--- src/rtl/monitor_contador.sv ---
// Sequence monitor for the 4-bit bouncing up/down counter stream. It locks onto the
// triangle 0..MAXV..0 and reports direction, peak/valley pulses, periods and errors.
module monitor_contador #(
  parameter int WIDTH      = 4,
  parameter int LOCK_COUNT = 3,
  parameter int ERRW       = 8
) (
  input  logic             clk,
  input  logic             reset,
  input  logic             amostra_valida,
  input  logic [WIDTH-1:0] amostra,
  output logic             travado,
  output logic             direcao,
  output logic             pico,
  output logic             vale,
  output logic             erro,
  output logic [15:0]      ciclos,
  output logic [ERRW-1:0]  erros
);

  localparam logic [WIDTH-1:0] MAXV     = '1;
  localparam logic [WIDTH-1:0] MINV     = '0;
  localparam logic [WIDTH-1:0] ONE      = WIDTH'(1);
  localparam logic [3:0]       LOCK_N   = 4'(LOCK_COUNT);
  localparam logic [ERRW-1:0]  ERR_SAT  = '1;
  localparam logic             DIR_UP   = 1'b0;
  localparam logic             DIR_DOWN = 1'b1;

  typedef enum logic [1:0] {
    IDLE,
    SYNC,
    LOCKED
  } state_t;

  state_t           state_q;
  logic [WIDTH-1:0] prev_q;
  logic [3:0]       count_q;
  logic             last_dir_q;
  logic             travado_q;
  logic             direcao_q;
  logic             pico_q;
  logic             vale_q;
  logic             erro_q;
  logic [15:0]      ciclos_q;
  logic [ERRW-1:0]  erros_q;

  logic             at_endpoint;
  logic             step_up;
  logic             step_down;
  logic             step_legal;
  logic             step_dir;
  logic             step_consistent;
  logic [3:0]       count_d;
  logic             lock_d;
  logic [WIDTH-1:0] expected_d;
  logic             exp_dir_d;
  logic             match_d;

  always_comb begin
    // NOTE: every signal gets a default before any branch so no latch can be inferred.
    count_d    = '0;
    expected_d = '0;
    exp_dir_d  = DIR_UP;

    // A legal step moves by exactly one without wrapping through the endpoints.
    at_endpoint     = (prev_q == MAXV) || (prev_q == MINV);
    step_up         = (prev_q != MAXV) && (amostra == prev_q + ONE);
    step_down       = (prev_q != MINV) && (amostra == prev_q - ONE);
    step_legal      = step_up || step_down;
    step_dir        = step_down ? DIR_DOWN : DIR_UP;
    step_consistent = step_legal && ((step_dir == last_dir_q) || at_endpoint);

    if (!step_legal) begin
      count_d = '0;
    end else if (step_consistent) begin
      count_d = (count_q == 4'hF) ? count_q : count_q + 4'd1;
    end else begin
      count_d = 4'd1;
    end
    lock_d = step_legal && (count_d >= LOCK_N);

    // While locked, the next sample is fully predicted, including the bounce.
    if (direcao_q == DIR_UP) begin
      if (prev_q == MAXV) begin
        expected_d = MAXV - ONE;
        exp_dir_d  = DIR_DOWN;
      end else begin
        expected_d = prev_q + ONE;
        exp_dir_d  = DIR_UP;
      end
    end else begin
      if (prev_q == MINV) begin
        expected_d = MINV + ONE;
        exp_dir_d  = DIR_UP;
      end else begin
        expected_d = prev_q - ONE;
        exp_dir_d  = DIR_DOWN;
      end
    end
    match_d = (amostra == expected_d);
  end

  always_ff @(posedge clk or negedge reset) begin
    if (!reset) begin
      state_q    <= IDLE;
      prev_q     <= '0;
      count_q    <= '0;
      last_dir_q <= DIR_UP;
      travado_q  <= 1'b0;
      direcao_q  <= DIR_UP;
      pico_q     <= 1'b0;
      vale_q     <= 1'b0;
      erro_q     <= 1'b0;
      ciclos_q   <= '0;
      erros_q    <= '0;
    end else begin
      // NOTE: non-blocking assignments so every register updates from pre-edge values.
      pico_q <= 1'b0;
      vale_q <= 1'b0;
      erro_q <= 1'b0;

      if (amostra_valida) begin
        case (state_q)
          IDLE: begin
            prev_q  <= amostra;
            count_q <= '0;
            state_q <= SYNC;
          end

          SYNC: begin
            prev_q  <= amostra;
            count_q <= count_d;
            if (step_legal) begin
              last_dir_q <= step_dir;
            end
            if (lock_d) begin
              state_q   <= LOCKED;
              travado_q <= 1'b1;
              direcao_q <= step_dir;
            end
          end

          LOCKED: begin
            prev_q <= amostra;
            if (match_d) begin
              direcao_q  <= exp_dir_d;
              last_dir_q <= exp_dir_d;
              pico_q     <= (amostra == MAXV);
              vale_q     <= (amostra == MINV);
              if (amostra == MINV) begin
                ciclos_q <= ciclos_q + 16'd1;
              end
            end else begin
              // Any deviation drops lock; relocking needs a fresh run of steps.
              erro_q    <= 1'b1;
              travado_q <= 1'b0;
              count_q   <= '0;
              state_q   <= SYNC;
              if (erros_q != ERR_SAT) begin
                erros_q <= erros_q + ERRW'(1);
              end
            end
          end

          default: state_q <= IDLE;
        endcase
      end
    end
  end

  assign travado = travado_q;
  assign direcao = direcao_q;
  assign pico    = pico_q;
  assign vale    = vale_q;
  assign erro    = erro_q;
  assign ciclos  = ciclos_q;
  assign erros   = erros_q;

endmodule

--- config.mk ---
export PLATFORM = sky130hd
export DESIGN_NAME = monitor_contador
export DESIGN_NICKNAME = d
export VERILOG_FILES = /design/src/rtl/monitor_contador.sv
export SDC_FILE = /design/constraint.sdc
export NUM_CORES = 1
export LEC_CHECK = 0
export ABC_AREA = 1
export BUFFER_PORTS_ARGS = -buffer_cell sky130_fd_sc_hd__buf_2
export CORE_MARGIN = 8
export CORE_UTILIZATION = 47
export CTS_BUF_LIST = sky130_fd_sc_hd__clkbuf_2
export CTS_CLUSTER_SIZE = 24
export DETAILED_ROUTE_END_ITERATION = 16
export PLACE_DENSITY = 0.7
export SYNTH_ARGS = -nofsm -noshare
export SYNTH_HDL_FRONTEND = slang
export SYNTH_SLANG_ARGS = --single-unit
--- constraint.sdc ---
create_clock -name clk -period 6.1 [get_ports clk]
set_input_delay 0.305 -clock clk [delete_from_list [all_inputs] [get_ports clk]]
set_output_delay 0.305 -clock clk [all_outputs]
set_load 0.01 [all_outputs]
# [Word level (Yosys, flattened, before mapping)]
# Index checks and enable logic that the tools add are counted.
[totals] latchBits=0 word_cells=87 rom_bits=0 n_memories=0 reg_bits=40 in_bits=7 ramBits=0
[classes] n_shift=0 add_sub_neg=5 n_reduce_logical=22 eq_ne=15 bitwise=1 muxes=32 n_lt_le_gt_ge=1 div_mod_pow=0 multipliers=0
[ops] op="4-bit 2-to-1 mux" n=7
[ops] op="4-bit AND reduction" n=5
[ops] op="1-bit 2-to-1 mux" n=18
[ops] op="16-bit by 1-bit adder with 16-bit output (second input constant)" n=1
[ops] op="4-bit == test" n=3
[ops] op="4-bit == test (second input constant)" n=3
[ops] op="4-bit one-hot mux with 3 select lines" n=1
[ops] op="4-bit by 1-bit adder with 4-bit output (second input constant)" n=2
[ops] op="8-bit by 1-bit adder with 8-bit output (second input constant)" n=1
[ops] op="4-bit logical NOT" n=2
[ops] op="2-bit != test (second input constant)" n=4
[ops] op="8-bit != test (second input constant)" n=1
[ops] op="1-bit one-hot mux with 2 select lines" n=3
[ops] op="2-bit one-hot mux with 3 select lines" n=1
[ops] op="3-bit AND reduction" n=2
[ops] op="4-bit by 2-bit greater-or-equal comparator with 1-bit output (second input constant)" n=1
[ops] op="1-bit logical AND" n=4
[ops] op="2-bit 2-to-1 mux" n=2
[ops] op="4-bit != test (second input constant)" n=1
[ops] op="4-bit nonzero test" n=1
[ops] op="4-bit by 1-bit subtractor with 4-bit output (second input constant)" n=1
[ops] op="1-bit logical OR" n=3
[ops] op="3-bit nonzero test" n=1
[ops] op="3-bit OR reduction" n=1
[ops] op="other kinds (7)" n=7

# [Depth between registers and ports, before layout]
[logic_depth] word_depth=13 depth_mapped=17 ltp_nobuf=16

# [Worst setup path before layout]
# OpenSTA, ideal clock, no wires.
[synth_path] path_type="flip-flop to flip-flop" start="register prev_q[1]" end="register travado_q, in the netlist travado" arrival_ns=1.896 t_required_ns=5.967 setup_slack_ns=4.071 path_stages_with_launch=15 setup_time_ns=0.133 n_path_buf=0 path_cell_list="dfrtp_1 > inv_1 > ha_1 > inv_1 > nand2_1 > nand2_1 > nand3_1 > nor2_1 > nand2_1 > nand2_1 > nand3_1 > o211ai_1 > nand3_1 > nand2_1 > o21ai_0"
[synth_between] elab_chain_len=13 word_cells_on_any_way=27 cone_classes="add/sub (2); order compare (1); eq/ne (8); mux (6); reduce/logical (10)"
[synth_lines] element="from (decl)" line_no="36" text="logic [WIDTH-1:0] prev_q;"
[synth_lines] element="from (signal assigned)" line_no="125" text="prev_q <= amostra;"
[synth_lines] element="from (signal assigned)" line_no="131" text="prev_q <= amostra;"
[synth_lines] element="from (signal assigned)" line_no="144" text="prev_q <= amostra;"
[synth_lines] element="4-bit by 1-bit subtractor with 4-bit output" line_no="68, 96"
[synth_lines] element="4-bit == test" line_no="68" text="step_down = (prev_q != MINV) && (amostra == prev_q - ONE);"
[synth_lines] element="1-bit logical AND" line_no="68"
[synth_lines] element="1-bit 2-to-1 mux" line_no="70" text="step_dir = step_down ? DIR_DOWN : DIR_UP;"
[synth_lines] element="1-bit == test" line_no="71" text="step_consistent = step_legal && ((step_dir == last_dir_q) || at_endpoint);"
[synth_lines] element="1-bit logical OR" line_no="71"
[synth_lines] element="1-bit logical AND" line_no="71"
[synth_lines] element="4-bit 2-to-1 mux" line_no="75" text="end else if (step_consistent) begin"
[synth_lines] element="4-bit 2-to-1 mux" line_no="73" text="if (!step_legal) begin"
[synth_lines] element="4-bit by 2-bit greater-or-equal comparator with 1-bit output" line_no="80" text="lock_d = step_legal && (count_d >= LOCK_N);"
[synth_lines] element="1-bit logical AND" line_no="80"
[synth_lines] element="2-bit != test (no line)"
[synth_lines] element="4-bit AND reduction (no line) (*)"
[synth_lines] element="to (signal assigned)" line_no="109" text="travado_q <= 1'b0;"
[synth_lines] element="to (signal assigned)" line_no="138" text="travado_q <= 1'b1;"
[synth_lines] element="to (signal assigned)" line_no="156" text="travado_q <= 1'b0;"
[synth_lines] element="to (decl)" line_no="39" text="logic travado_q;"
# Every way passes the cells marked *; elsewhere a longest branch is shown, timed or not.
# A chain may end at the register's enable or synchronous reset.

# [Worst setup path after layout]
[layout_path] start="register prev_q[0]" end="register ciclos_q[7], in the netlist ciclos[7]"
[layout_between] elab_chain_len=5 word_cells_on_any_way=9 cone_classes="add/sub (2); eq/ne (2); mux (3); reduce/logical (2)"
[layout_lines] element="4-bit by 1-bit adder with 4-bit output, or another cell as far along" line_no="88" text="expected_d = prev_q + ONE;"
[layout_lines] element="4-bit 2-to-1 mux, on equally long branches" line_no="84, 92"
[layout_lines] element="4-bit 2-to-1 mux (*)" line_no="83" text="if (direcao_q == DIR_UP) begin"
[layout_lines] element="4-bit == test (*)" line_no="100" text="match_d = (amostra == expected_d);"
[layout_lines] element="4-bit AND reduction (no line) (*)"
[layout_lines] element="to (signal assigned)" line_no="151" text="ciclos_q <= ciclos_q + 16'd1;"
[layout_lines] element="to (decl)" line_no="44" text="logic [15:0] ciclos_q;"
# Marks and branches as above.

==> impl_summary.txt <==
----------------------------------------------------
[Run status]
  Status ... finished clean

[Synthesis]
  Share of flip-flops with an asynchronous set or reset after synthesis ... between 90% and 100%
  Synthesized area per cell ... 7.368 um^2
  Synth Net Count ... about 360
  Netlist cell types ... 30
  Count of flip-flops with a built-in enable after synthesis ... 0
  Cell area after synthesis ... roughly 2600 um^2
  Most used DFF post-synth ... dfrtp_1
  Number of standard cells after synthesis ... between 300 and 400
  FF+latch count, synth ... 40
  Yosys warnings ... 0
  Share of synthesized area occupied by flip-flops and latches ... approximately 39%

[Layout]
  Final standard cell count with taps included and fillers excluded ... about 460
  Fraction of final layout cells with drive strength greater than 1 ... around 16%
  Post-layout instance area ... 2855 um^2
  Layout overhead on the synthesized area ... 10.40%
  Number of filler cells placed in the layout ... about 550
  Final antenna diode count ... 0
  Net count, final ... 401

[STA]
  Setup ws final ... about 3.7 ns
  Max-slew violations ... 0
  F_max ... 0.4084 GHz
  Part of the cycle the worst path needs ... about 40%
  Setup Viol. Count Final ... 0
  Final period demand of the worst path ... 2.448 ns
  Unrepaired setup endpoints after global routing ... no
  Worst clock skew ... around 0.036 ns
  Worst slew slack as a fraction of its limit ... approximately 40%
  Final hold violations ... 0
  Accumulated negative setup slack ... 0 ns
  Worst-Margin Slew ... a little under 0.9 ns

[Power]
  Power density over cell area ... ~230 nW/um^2
  Worst-case vdd ir drop ... 0.0001313 V
  Overall power consumption ... 0.0006506 W
  Leakage power of the design ... 1.463 nW

[CTS]
  Clock input transition at the sequential cells of the worst setup and hold paths ... 0.23 ns
  Clock network latency to the later pin of the worst-skew pair ... 0.41 ns
  TritonCTS clock tree ... done
  Maximum level of the CTS H-tree ... 2
  Number of buffers inserted for hold repair after clock tree synthesis ... 1
  Inserted Clock Buffers ... 5
  Postcts setup bufs ... 0
  Worst-case clock buffer depth ... 2
  # resized after CTS ... 0
  Clock root cell ... clkbuf_2
  Clock sink count ... 40

[Critical path]
  Top cell by count, worst path ... nand2_1
  Required arrival time at the worst endpoint ... roughly 6.5 ns
  Crit-path cells ... inv_2 -> ha_1 -> nand3_2 -> o21ai_0 -> nand2_1 -> nand2_1 -> nand2_1 -> nor2_1 -> nand2_2 -> inv_2 -> nand3_2 -> inv_2 -> nand2_1 -> o21ai_0
  Worst EP arrival ... roughly 2.8 ns
  CP Class ... flip-flop to flip-flop
  Slowest cell on the critical path ... dfrtp_1
  Maximum single-stage delay on the critical path ... roughly 0.5 ns
  Critical path peak fanout ... 14
  Type of origin of the critical path ... flip-flop
  Worst Setup End Kind ... flip-flop

[Place]
  Final HPWL from detailed placement ... around 4.5 mm
  Final estimated routing congestion in global placement ... roughly 0.9
  Minimum setup slack after placement ... 3.676 ns
  Post-Place Cell Area ... 2801 um^2
  Placed instance count ... approximately 450
  IO Port Bufs ... 35

[Run]
  Number of maximum-capacitance violations ... 0

[GRT]
  First-pass GRT wire length ... around 10 mm
  Total GRT Usage ... around 15%
  Grt ovf ... 0
  Pin count of the biggest net entering global routing ... just over 40
  Via count of the first global-routing pass ... 2,219
  Initial antenna violation count ... 0

[Routing]
  Drc violations ... 0
  Total Wirelength ... just under 6 mm
  Via density per instance ... 5.078
  Initial DRT Pass Iterations ... 6
  Drt initial violations ... around 140
  Total number of vias ... around 2,300
  Post-route antenna net violation count ... 0
  Detail-routed net length per standard cell ... between 10 and 15 um

[Floorplan]
  DIE WIDTH ... between 90 and 100 um
  Core region area ... between 5000 and 6000 um^2
  Initial Util ... between 40% and 50%
  Die boundary height ... 90.18 um
  Die footprint ... around 8000 um^2
  Number of I/O pins ... 36
  Floorplan row count ... 27

[Hold path]
  Path category of the worst min-delay check ... input port to flip-flop

----------------------------------------------------
-- metal layers --
metal	global-route usage [%]	vias to the layer above	share of wire, %
met1	18.97	1073	48
met5	0	-	0
met4	4.577	0	0.72
li1	-	1214	-
met3	4.239	5	4.8
met2	23.25	49	46
-- worst paths after layout --
kind / from / endpoint / slack (ns) / cells after the start
max in group asynchronous: reset / count_q[2] / 5.00 / 2
min in group asynchronous: reset / ciclos[3] / 0.51 / 2
worst max-delay path: prev_q[0] / ciclos[7] / 3.65 / 14
worst min register to register: state_q[1] / state_q[1] / 0.53 / 2
worst max register to register: prev_q[0] / ciclos[7] / 3.65 / 14
worst min-delay path: amostra[0] / pico / 0.13 / 3
-- synth_stat cells, types with 2 or more instances --
library cell,n,area [um^2]
inv_1,30,112.6
o21ai_1,5,25.02
nor4_1,3,18.77
o211ai_1,2,15.01
nand2_1,125,469.2
nand2_2,2,12.51
o21ai_2,3,26.28
o21ai_0,13,65.06
nor2_1,17,63.81
a21oi_1,3,15.01
nand3_2,4,40.04
nor3_1,6,30.03
xor2_1,8,70.07
dfrtp_1,40,1001
nor3_4,2,32.53
nand3_1,41,205.2
ha_1,6,75.07
inv_2,5,18.77
nand4_1,10,62.56
xnor2_1,14,122.6
buf_6,3,33.78
-- worst max-delay path: cells and delay by family, from the launching register on --
kind / cells / cell delay [ns]
simple gates: 8 / 0.91
flops: 1 / 0.50
compound gates: 2 / 0.25
buf+inv: 3 / 0.52
fa+ha+maj: 1 / 0.22
-- kinds of logic (layout without fill, tap and decap cells) --
family	Yosys count	after routing	share of synthesized area [%]
muxes	1	1	0.4354
AOI/OAI and AO/OA	29	29	6.628
and+or+nand+nor	212	212	36.87
adders and majority gates	6	6	2.903
DFF	40	40	38.70
xor gates and xnor gates	22	22	7.451
buffers and inverters	41	79	7.015
-- area by class of cell --
| class | instances | area, um^2 | share of cell area [%] |
|---|---|---|---|
| Sequential cell | 40 | 1001 | 35.06 |
| Clock inverter | 3 | 18.77 | 0.6573 |
| Multi-Input combinational cell | 270 | 1404 | 49.17 |
| Inverter | 35 | 131.4 | 4.601 |
| Tap cell | 72 | 90.09 | 3.155 |
| Clock buffer | 5 | 25.02 | 0.8764 |
| Timing Repair Buffer | 36 | 185.2 | 6.486 |
-- stage by stage --
stage | utilization, % | hold WS, ns
after detailed placement | 51.83 | 0.4881
after floorplan | - | 0.009409
after CTS | 52.82 | 0.09776
final | 52.82 | 0.1338
after global placement | 51.83 | 0.4778
after global routing | 52.82 | 0.1056
-- flip-flops by register name, indices dropped and copies added, names as in the netlist, 2 cells and up --
| signal | cells |
|---|---|
| ciclos | 16 |
| erros | 8 |
| count_q | 4 |
| prev_q | 4 |
| state_q | 2 |
-- report_power, final --
part | switching, W | internal (W)
registers | 0.0000289 | 0.000290
logic | 0.000140 | 0.0000702
clock network | 0.0000930 | 0.0000278
-- placed cells by master (no fill, tap or decap), types with 6 or more instances in the layout --
cell type / netlist / final
nand2_1: 125 / 125
nand3_1: 41 / 41
dfrtp_1: 40 / 40
buf_2: 1 / 35
inv_1: 30 / 30
nor2_1: 17 / 17
xnor2_1: 14 / 14
o21ai_0: 13 / 13
nand4_1: 10 / 10
xor2_1: 8 / 8
nor3_1: 6 / 6
ha_1: 6 / 6
(Power assumes the default switching activity.)
